## src/rtl/qupls4_uop_reader_pkg.sv

```systemverilog
// Shared micro-op types and mark-bit positions for the Qupls4 front end.
// A micro-op is a packed opcode/argument pair so it can be carried as a plain bus.
package Qupls4_pkg;

  localparam int MWIDTH = 4;

  localparam int UOP_MARK_FIRST = 0;
  localparam int UOP_MARK_LAST  = 1;
  localparam int UOP_MARK_SER   = 2;

  typedef struct packed {
    logic [7:0]  opc;
    logic [23:0] arg;
  } micro_op_t;

endpackage

```

## src/rtl/qupls4_uop_reader_group_select.sv

```systemverilog
// Works out how many queue-head entries form the next rename group.
// A serializing micro-op always travels alone, so the group is cut just before it.
import Qupls4_pkg::*;

module Qupls4_uop_group_select #(
  parameter int MWIDTH = Qupls4_pkg::MWIDTH
) (
  input  logic [3:0] q_count,
  input  logic [2:0] q_mark [MWIDTH],
  output logic [2:0] take,
  output logic       take_ser
);

  logic [3:0] avail;
  logic       found;

  always_comb begin
    avail    = (q_count > 4'(MWIDTH)) ? 4'(MWIDTH) : q_count;
    take     = avail[2:0];
    take_ser = 1'b0;
    found    = 1'b0;
    if (avail != 4'd0 && q_mark[0][UOP_MARK_SER]) begin
      take     = 3'd1;
      take_ser = 1'b1;
    end else begin
      for (int i = 1; i < MWIDTH; i++) begin
        if (!found && 4'(i) < avail && q_mark[i][UOP_MARK_SER]) begin
          take  = 3'(i);
          found = 1'b1;
        end
      end
    end
  end

endmodule

```

## src/rtl/qupls4_uop_reader.sv

```systemverilog
// Pulls up to MWIDTH micro-ops per cycle off the queue head into a rename group.
// Handshake: grp_v/grp_rdy -- a group transfers on any cycle both are high; while
// grp_v is high and grp_rdy low the group payload, lane valids and seq hold still.
import Qupls4_pkg::*;

module qupls4_uop_reader #(
  parameter int MWIDTH = Qupls4_pkg::MWIDTH,
  parameter int QDEPTH = 12
) (
  input  logic               rst,
  input  logic               clk,
  input  logic               en,
  input  logic               stomp,
  input  logic [3:0]         q_count,
  input  micro_op_t          q_uop [MWIDTH],
  input  logic [2:0]         q_mark [MWIDTH],
  output logic [2:0]         q_pop,
  output logic               grp_v,
  input  logic               grp_rdy,
  output micro_op_t          grp_uop [MWIDTH],
  output logic [MWIDTH-1:0]  grp_lane_v,
  output logic [7:0]         grp_seq,
  input  logic               drain_done,
  output logic [1:0]         dbg_state
);

  localparam logic [1:0] ST_RUN   = 2'd0;
  localparam logic [1:0] ST_DRAIN = 2'd1;
  localparam logic [1:0] ST_FLUSH = 2'd2;

  logic [1:0]        state_q, state_d;
  logic              grp_v_q, grp_v_d;
  logic [MWIDTH-1:0] grp_lane_v_q, grp_lane_v_d;
  logic [7:0]        grp_seq_q, grp_seq_d;
  micro_op_t         grp_uop_q [MWIDTH];
  micro_op_t         grp_uop_d [MWIDTH];

  logic [3:0] q_cnt;
  logic [2:0] take;
  logic       take_ser;
  logic       load;

  // An out-of-range count from the queue can never claim more than it holds.
  assign q_cnt = (q_count > 4'(QDEPTH)) ? 4'(QDEPTH) : q_count;

  Qupls4_uop_group_select #(.MWIDTH(MWIDTH)) u_sel (
    .q_count  (q_cnt),
    .q_mark   (q_mark),
    .take     (take),
    .take_ser (take_ser)
  );

  assign load  = !rst && en && state_q == ST_RUN && !stomp && take != 3'd0 &&
                 (!grp_v_q || grp_rdy);
  assign q_pop = load ? take : 3'd0;

  always_comb begin
    state_d      = state_q;
    grp_v_d      = grp_v_q;
    grp_lane_v_d = grp_lane_v_q;
    grp_seq_d    = grp_seq_q;
    grp_uop_d    = grp_uop_q;
    if (stomp) begin
      grp_v_d      = 1'b0;
      grp_lane_v_d = '0;
      state_d      = ST_FLUSH;
    end else if (en) begin
      if (load) begin
        grp_v_d   = 1'b1;
        grp_seq_d = grp_seq_q + 8'd1;
        for (int i = 0; i < MWIDTH; i++) begin
          grp_lane_v_d[i] = 3'(i) < take;
          grp_uop_d[i]    = (3'(i) < take) ? q_uop[i] : '0;
        end
        if (take_ser) state_d = ST_DRAIN;
      end else if (grp_v_q && grp_rdy) begin
        grp_v_d      = 1'b0;
        grp_lane_v_d = '0;
      end
      // Leaving DRAIN needs the serialized group gone and the backend empty.
      if (state_q == ST_DRAIN && !grp_v_q && drain_done) state_d = ST_RUN;
      if (state_q == ST_FLUSH) state_d = ST_RUN;
    end
  end

  always_ff @(posedge clk or posedge rst) begin
    if (rst) begin
      state_q      <= ST_RUN;
      grp_v_q      <= 1'b0;
      grp_lane_v_q <= '0;
      grp_seq_q    <= 8'd0;
      for (int i = 0; i < MWIDTH; i++) grp_uop_q[i] <= '0;
    end else begin
      state_q      <= state_d;
      grp_v_q      <= grp_v_d;
      grp_lane_v_q <= grp_lane_v_d;
      grp_seq_q    <= grp_seq_d;
      grp_uop_q    <= grp_uop_d;
    end
  end

  assign grp_v      = grp_v_q;
  assign grp_lane_v = grp_lane_v_q;
  assign grp_seq    = grp_seq_q;
  assign grp_uop    = grp_uop_q;
  assign dbg_state  = state_q;

endmodule
```

## config.mk

```make
export PLATFORM = sky130hd
export DESIGN_NAME = qupls4_uop_reader
export DESIGN_NICKNAME = d
export VERILOG_FILES = /design/src/rtl/qupls4_uop_reader_pkg.sv /design/src/rtl/qupls4_uop_reader_group_select.sv /design/src/rtl/qupls4_uop_reader.sv
export SDC_FILE = /design/constraint.sdc
export NUM_CORES = 1
export LEC_CHECK = 0
export BUFFER_PORTS_ARGS = -buffer_cell sky130_fd_sc_hd__buf_4
export CORE_AREA = 2 2 114 116
export CTS_CLUSTER_DIAMETER = 30
export DETAILED_ROUTE_END_ITERATION = 10
export DIE_AREA = 0 0 116 118
export MAX_ROUTING_LAYER = met4
export PLACE_DENSITY = 0.87
export SYNTH_ARGS = -nofsm -noshare
export SYNTH_HDL_FRONTEND = slang
export SYNTH_SLANG_ARGS = --single-unit
```

## constraint.sdc

```tcl
create_clock -name clk -period 4.91 [get_ports clk]
set_clock_uncertainty 0.2 [all_clocks]
set_input_delay 0.2455 -clock clk [delete_from_list [all_inputs] [get_ports clk]]
set_output_delay 0.2455 -clock clk [all_outputs]
set_load 0.1 [all_outputs]
```

# Word level (Yosys, flattened, before mapping)
# Index checks and enable logic that the tools add are counted.
# totals
elab_cells	85
out_inout_bits	146
in_bits	150
reg_bits	143
# op_classes
n_eq_ne	2
add_sub_neg	1
mux	30
reduce_logical	30
n_bitwise	1
order_cmp	9
# ops
cell	count
$mux W32	4
$mux W4	6
$mux W3	5
$logic_and A1 B1 Y1	14
$mux W2	6
$reduce_bool A4 Y1	3
$mux W1	9
$add A8 B1 Y8 const B	1
$lt A2 B4 Y1 const A	2
$lt A1 B3 Y1 const A	2
$lt A2 B3 Y1 const A	2
$reduce_and A3 Y1	2
$reduce_bool A3 Y1	2
$logic_not A1 Y1	5
$gt A4 B3 Y1 const B	1
$gt A4 B4 Y1 const B	1
$lt A1 B4 Y1 const A	1
$eq A2 B1 Y1 const B	1
$eq A2 B2 Y1 const B	1
$logic_not A2 Y1	1
$reduce_and A2 Y1	1
$reduce_bool A2 Y1	1
$logic_or A1 B1 Y1	1
$not A1 Y1	1

# Logic depth before layout (Yosys ltp)
# Gate-level depths: netlist of run 1.
# depth
depth_word	26
depth_mapped	6
ltp_nobuf	4

# By module
# A second synthesis of run 1 with hierarchy kept.
# hier_totals
hier_cells	502
hier_area_um2	5569.1
# modules_own_cells
module	area_per_inst_um2	cells_per_inst	instances
qupls4_uop_reader	5492.8	492	1
Qupls4_uop_group_select	76.3	10	1

# Least setup slack after synthesis of run 1
# No wires, ideal clock.
# synth_path
kind	register to register
from	register state_q[1], in the netlist dbg_state[1]
to	register grp_lane_v_q[1], in the netlist grp_lane_v[1]
synth_period_minus_slack_ns	3.646
n_path_buf	0
stages_incl_launch_ff	5
t_arrival_ns	3.222
setup_time_ns	0.224
path_slack_ns	1.264
path_cell_list	dfrtp_1 -> nor3_1 -> nand3_1 -> a31oi_1 -> o211ai_1
# synth_between
elab_chain_len	8
word_cells_on_any_way	10
# synth_rtl
element	line_no	rtl
start, declared	qupls4_uop_reader.sv:31	logic [1:0] state_q, state_d;
start signal, assigned	qupls4_uop_reader.sv:94	state_q <= state_d;
$logic_not A2 Y1 (*)	qupls4_uop_reader.sv:53	assign load = !rst && en && state_q == ST_RUN && !stomp && take != 3'd0 &&
$logic_and A1 B1 Y1 (*) (4 in a row)	qupls4_uop_reader.sv:53	
$mux W4	qupls4_uop_reader.sv:68	if (load) begin
$mux W4	qupls4_uop_reader.sv:67	end else if (en) begin
$mux W4	qupls4_uop_reader.sv:63	if (stomp) begin
end signal, assigned	qupls4_uop_reader.sv:96	grp_lane_v_q <= grp_lane_v_d;
end, declared	qupls4_uop_reader.sv:33	logic [MWIDTH-1:0] grp_lane_v_q, grp_lane_v_d;
# Every way passes the cells marked *; elsewhere a longest branch is shown, timed or not. The select of a mux whose other input is x is not followed.
# A chain may end at the register's enable or synchronous reset.

# Worst setup path after layout of run 1
# layout_path
from	input rst
to	output q_pop[2]
# layout_between
elab_chain_len	7
# layout_rtl
element	line_no	rtl
start, declared	qupls4_uop_reader.sv:10	input logic rst,
$logic_not A1 Y1 (no line)	--	
$logic_and A1 B1 Y1 (5 in a row)	qupls4_uop_reader.sv:53	
$mux W3	qupls4_uop_reader.sv:55	assign q_pop = load ? take : 3'd0;
end, declared	qupls4_uop_reader.sv:17	output logic [2:0] q_pop,
# Every way passes these cells.

==> results.tsv, run 1 <==
stage	metric	value	unit
pwr	Seq pwr share	0.327	
critical_path	most frequent CP cell	buf_4	
timing	Slew Viols, Final	0	
grt	largest net degree at the start of global routing	99	
floorplanning	I/O pin cnt	296	
timing	Setup Viol. Count Final	0	
clock_network	Clock Sinks	143	
route	Via density	5.33	
placement	post-detail-place hpwl	11100	um
critical_path	worst path cell trace	dlygate4sd3_1, buf_4, nor3_1, and4_4, and2_4, buf_4	
critical_path	reg2reg start	dbg_state[1]$_DFFE_PP0P_	
clock_network	CTS Buf Count	17	
critical_path	FF-to-FF setup slack	1950	ps
timing	hold slack	19.6	ps
finish	Finished Cell Area	0.00954	mm2
logic_synthesis	Syn Area/Cell	12.4	um2
critical_path	critical path's largest stage delay	620	ps
finish	commonest non-fill, non-tap cell in the layout	buf_4	
logic_synthesis	FFs w/ async S/R, synth	1.00	
timing	RSZ-0062 raised after global routing	no	
floorplanning	effective utilization at floorplan	0.434	
pwr	final total power	4.33	mW
critical_path	Worst R2R Path Depth	4	
grt	antenna violations before repair	1	
worst_hold_path	min-delay worst type	in2reg	
timing	Final period util	0.687	
logic_synthesis	Post-Syn Area	0.00539	mm2
critical_path	Setup crit end	q_pop[2]	
logic_synthesis	Area contributors post-synth	dfrtp_1 66%, a22o_1 16%, nand2_1 7.7%	
logic_synthesis	Netlist cell types	40	
route	final antenna-violating net count	0	
route	DRT Wirelength	20600	um
finish	area grow syn2layout	77.1	%
pwr	Switching Fraction	0.421	
critical_path	Slowest cell on crit path	and4_4	
critical_path	Critical Path End Type	primary output	
logic_synthesis	Top FF cell, synth	dfrtp_1	
finish	ratio of cells with drive above 1 in the final layout	0.377	
grt	total congestion overflow	0	
logic_synthesis	Ys Warns	0	
pwr	clock network power share	0.298	
pwr	peak supply drop	436	uV
pwr	pwr dens	454	mW/mm2
floorplanning	die area	0.0137	mm2
clock_network	Root Buffer	clkbuf_16	
timing	relative max-transition margin	0.112	
placement	Final GP Congestion	0.744	
clock_network	CTS tree	done	
timing	Final min period	3370	ps
finish	fin nets	998	
clock_network	CTS max path bufs	2	
finish	fillers	748	
timing	Fmax	296	MHz
route	DR iter-0 viols	442	
pwr	switching pwr	1.83	mW
placement	placed instance area	0.00763	mm2
critical_path	Worst Path Arrival	2930	ps
route	DRC Markers	0	
clock_network	H-tree levels	4	
route	drt pass-1 iters	7	
status	status	finished clean	
clock_network	Clk Latency, worst-skew pair	410	ps
logic_synthesis	post-synth top area share	0.664	
logic_synthesis	Synth area leader	dfrtp_1	
grt	global-route wire length before repair	31600	um
pwr	Comb power frac	0.376	
timing	setup tns final	0	ps
timing	final hold violations	0	
finish	final core occ	0.769	
critical_path	WS Path Type	in2out	
logic_synthesis	Post-Syn Instances	436	
route	drt wl/cell	19.9	um
critical_path	Worst Path Max Fanout	38	
logic_synthesis	Yosys reg bits	143	
critical_path	reg-to-reg endpoint	grp_uop[65]$_DFFE_PP0P_	
flow_run	maxcap violations	0	
pwr	internal power	2.51	mW
timing	Worst Max-Slew Pin Slew	1330	ps
floorplanning	core area	0.0124	mm2
critical_path	crit start category	primary input	
route	total number of vias	5501	
placement	Buffers on Ports	287	
grt	total track usage	0.310	
pwr	leak pwr	5.00	nW
floorplanning	row cnt	41	
logic_synthesis	Post-synth EDFFs	0	
clock_network	Post-CTS Setup Inserts	0	
clock_network	Worst-path clk slew	60	ps
logic_synthesis	Net Count, Synth	587	
floorplanning	die width	116	um
grt	vias in the first global route	5991	
logic_synthesis	Seq/Total Area, Yosys	0.664	
floorplanning	DIE HEIGHT	118	um
critical_path	required time of the worst setup path	4460	ps
critical_path	launch point of the worst path	rst	
finish	leading cell types in the layout, fill and taps excluded	289 x buf_4, 143 x dfrtp_1, 132 x dlygate4sd3_1	
## how the worst min path moves through the flow
stage | startpoint | cells past startpoint | slack [ps] | end
5_1_grt | grp_rdy | 4 | 30 | grp_lane_v[3]$_DFFE_PP0P_
3_5_place_dp | en | 2 | 240 | dbg_state[0]$_DFFE_PP0P_
4_1_cts | grp_rdy | 4 | 2 | grp_lane_v[3]$_DFFE_PP0P_
6_report | grp_rdy | 4 | 20 | grp_lane_v[3]$_DFFE_PP0P_
2_1_floorplan | stomp | 1 | 110 | dbg_state[0]$_DFFE_PP0P_
3_3_place_gp | q_uop[124] | 3 | 230 | grp_uop[124]$_DFFE_PP0P_
## layout make-up
| cell class | count | area [um2] | share of cell area |
|---|---|---|---|
| Multi-Input combinational cell | 260 | 1640 | 0.172 |
| Sequential cell | 143 | 3580 | 0.375 |
| Antenna cell | 1 | 2.50 | 0.000262 |
| Clock inverter | 9 | 106 | 0.0111 |
| Inverter | 4 | 20.0 | 0.00210 |
| Clock buffer | 23 | 488 | 0.0511 |
| Tap cell | 172 | 215 | 0.0225 |
| Timing Repair Buffer | 421 | 3490 | 0.366 |
## power groups by stage
stage          logic, mW  registers [mW]  clock network (mW)
2_1_floorplan      0.156            2.40                   0
3_3_place_gp        1.51            1.41                   0
3_5_place_dp        1.52            1.42                   0
4_1_cts             1.61            1.40                1.30
5_1_grt             1.67            1.43                1.37
6_report            1.63            1.42                1.29
## metrics by stage
| step | cells | worst slack, ps |
|---|---|---|
| after floorplan | 436 | 627 |
| after global placement | 868 | 2120 |
| after detailed placement | 868 | 1990 |
| after CTS | 1032 | 1540 |
| after global routing | 1033 | 1430 |
| final | 1033 | 1540 |
## flip-flops by register name, summed over array words and instances (netlist names)
register / cells
grp_uop: 128
grp_seq: 8
grp_lane_v: 4
dbg_state: 2
grp_v: 1
## cell families after synthesis
group	count (synthesis)	synth area share
adders and majority gates	1	0.00232
AOI/OAI and AO/OA	113	0.179
DFF	143	0.664
buffers and inverters	33	0.0330
xor gates and xnor gates	7	0.0114
and+or+nand+nor	139	0.110
## routing by layer
metal	global-route usage	routed length [um]
met1	0.326	7150
met2	0.523	10700
met3	0.0906	1650
met4	0.161	1030
met5	-	0
## worst max-delay path: cells and delay by family
family                 cells  cell delay [ps]
buffers and inverters      3             1070
AND/OR/NAND/NOR            3             1600
## cells in the mapped netlist, types with 2 or more instances
master,count
a22o_1,96
a31oi_1,2
and3_1,2
buf_1,3
buf_2,19
buf_6,4
clkbuf_1,3
dfrtp_1,143
inv_1,4
nand2_1,111
nand3_1,2
nand4_1,4
nor2_1,5
nor3_1,4
o211ai_1,2
o21ai_0,3
xnor2_1,4
xor2_1,3
## what timing repair did
action,4_1_cts,5_1_grt
hold endpoints to repair,228,0
hold buffers,132,0
gates resized for setup,0,0
No activity file was read; power rests on OpenSTA's default activity.
==> inputs of run 2 (changes only) <==
--- a/config.mk
+++ b/config.mk
@@ -6,12 +6,12 @@
 export NUM_CORES = 1
 export LEC_CHECK = 0
 export BUFFER_PORTS_ARGS = -buffer_cell sky130_fd_sc_hd__buf_4
-export CORE_AREA = 2 2 114 116
+export CORE_AREA = 2 2 120 122
 export CTS_CLUSTER_DIAMETER = 30
 export DETAILED_ROUTE_END_ITERATION = 10
-export DIE_AREA = 0 0 116 118
+export DIE_AREA = 0 0 122 124
 export MAX_ROUTING_LAYER = met4
-export PLACE_DENSITY = 0.87
+export PLACE_DENSITY = 0.83
 export SYNTH_ARGS = -nofsm -noshare
 export SYNTH_HDL_FRONTEND = slang
 export SYNTH_SLANG_ARGS = --single-unit
==> constraint.sdc (replaced) <==
create_clock -name clk -period 2.8 [get_ports clk]
set_clock_uncertainty 0.2 [all_clocks]
set_input_delay 0.14 -clock clk [delete_from_list [all_inputs] [get_ports clk]]
set_output_delay 0.14 -clock clk [all_outputs]
set_load 0.1 [all_outputs]
==> results.tsv, run 2 (synthesis results as in run 1) <==
stage	metric	value	unit	change
route	drt pass-1 iters	7		unchanged
pwr	peak supply drop	678	uV	+56%
finish	ratio of cells with drive above 1 in the final layout	0.383		+0.00672
timing	final hold violations	0		unchanged
clock_network	Clock Sinks	143		unchanged
critical_path	worst path cell trace	dlygate4sd3_1, buf_4, nor3b_1, dlygate4sd3_1, nand2_1, nor2_2, buf_4		
route	total number of vias	5354		-2.7%
worst_hold_path	min-delay worst type	in2reg		
grt	global-route wire length before repair	29000	um	-8.0%
floorplanning	die area	0.0151	mm2	+11%
critical_path	crit start category	primary input		
timing	Final period util	0.933		
floorplanning	I/O pin cnt	296		unchanged
floorplanning	DIE HEIGHT	124	um	+5.1%
floorplanning	core area	0.0137	mm2	+11%
grt	largest net degree at the start of global routing	75		-24%
timing	Slew Viols, Final	0		unchanged
floorplanning	die width	122	um	+5.2%
finish	leading cell types in the layout, fill and taps excluded	296 x buf_4, 143 x dfrtp_1, 137 x dlygate4sd3_1		
critical_path	Critical Path End Type	primary output		
timing	Setup Viol. Count Final	0		unchanged
placement	Final GP Congestion	0.781		+5.0%
clock_network	H-tree levels	4		unchanged
route	DR iter-0 viols	318		-28%
clock_network	CTS tree	done		
grt	vias in the first global route	5683		-5.1%
critical_path	Worst R2R Path Depth	6		+2
critical_path	Worst Path Arrival	2270	ps	-660 ps
finish	n_diodes	0		-1
timing	Final min period	2610	ps	
route	drt wl/cell	18.3	um	-8.1%
critical_path	critical path's largest stage delay	630	ps	about the same
finish	commonest non-fill, non-tap cell in the layout	buf_4		
route	DRT Wirelength	19200	um	-6.5%
route	Via density	5.09		-4.3%
timing	setup tns final	0	ps	unchanged
clock_network	CTS max path bufs	2		unchanged
finish	area grow syn2layout	80.8	%	
pwr	pwr dens	798	mW/mm2	+76%
timing	Worst Max-Slew Pin Slew	763	ps	-569 ps
placement	post-detail-place hpwl	11500	um	+3.4%
finish	final core occ	0.710		-0.0585
critical_path	WS Path Type	in2out		
floorplanning	row cnt	43		+4.9%
floorplanning	effective utilization at floorplan	0.393		-0.0413
clock_network	Clk Latency, worst-skew pair	410	ps	about the same
placement	Buffers on Ports	287		unchanged
timing	RSZ-0062 raised after global routing	no		
critical_path	Slowest cell on crit path	dlygate4sd3_1		
timing	Fmax	383	MHz	
route	final antenna-violating net count	0		unchanged
status	status	finished clean		
finish	Largest register FFs	128		unchanged
critical_path	required time of the worst setup path	2460	ps	-2000 ps
pwr	leak pwr	5.09	nW	+1.7%
clock_network	CTS Buf Count	17		unchanged
worst_hold_path	worst hold path cell count	4		unchanged
timing	relative max-transition margin	0.491		+0.379
clock_network	Worst-path clk slew	50	ps	about the same
clock_network	Root Buffer	clkbuf_16		
grt	antenna violations before repair	0		-1
flow_run	maxcap violations	0		unchanged
critical_path	Worst Path Max Fanout	5		-87%
finish	fin nets	1011		+1.3%
grt	total track usage	0.259		-0.0515
grt	total congestion overflow	0		unchanged
route	DRC Markers	0		unchanged
==> run 2: final cells by class <==
| type | instances | area, um2 |
|---|---|---|
| clock buffer | 20 | 457 |
| timing repair buffer | 434 | 3610 |
| clock inverter | 10 | 186 |
| sequential | 143 | 3580 |
| tap | 180 | 225 |
| multi-input combinational | 260 | 1670 |
| inverter | 4 | 18.8 |
| fill | 851 | 3980 |
==> run 2: repair_timing <==
action,CTS,global route
setup endpoints to repair,0,2
endpoints found under the hold margin,278,0
gates resized for setup,0,1
setup buffers,0,0
hold buffers,137,0
==> run 2: where the power goes <==
part / internal, mW / switching (mW)
registers: 2.30 / 0.169
clock network: 1.62 / 0.837
logic: 0.695 / 2.15
==> run 2: through the flow <==
step,power (mW),cell area (um2),cells,setup WS (ps),hold WS [ps]
finish,7.78,9740,1051,188,42.8
floorplan,4.48,5410,436,68.4,6.76
global route,8.03,9740,1051,39.8,72.1
global placement,5.13,7720,884,622,-142
detailed placement,5.17,7720,884,569,-137
CTS,7.79,9740,1051,101,26.7
==> run 2: final timing paths <==
| path | slack, ps | endpoint | from |
|---|---|---|---|
| min | 40 | grp_lane_v[2]$_DFFE_PP0P_ | q_mark[8] |
| max in group asynchronous | 970 | grp_uop[51]$_DFFE_PP0P_ | rst |
| min reg2reg | 270 | grp_uop[121]$_DFFE_PP0P_ | grp_uop[121]$_DFFE_PP0P_ |
| max | 190 | q_pop[1] | q_mark[11] |
| max reg2reg | 240 | grp_lane_v[3]$_DFFE_PP0P_ | dbg_state[0]$_DFFE_PP0P_ |
| min in group asynchronous | 640 | grp_lane_v[1]$_DFFE_PP0P_ | rst |
==> run 2: metal layers <==
layer,track usage,part of all wire,up-vias
met5,-,0,-
met4,0.131,0.038,0
met3,0.0632,0.069,64
met1,0.282,0.36,2609
met2,0.443,0.53,274
li1,-,-,2407
==> run 2: worst max-delay path, delay by kind of cell <==
kind	cells	cell delay, ps
buffers and inverters	4	1630
and+or+nand+nor	3	480
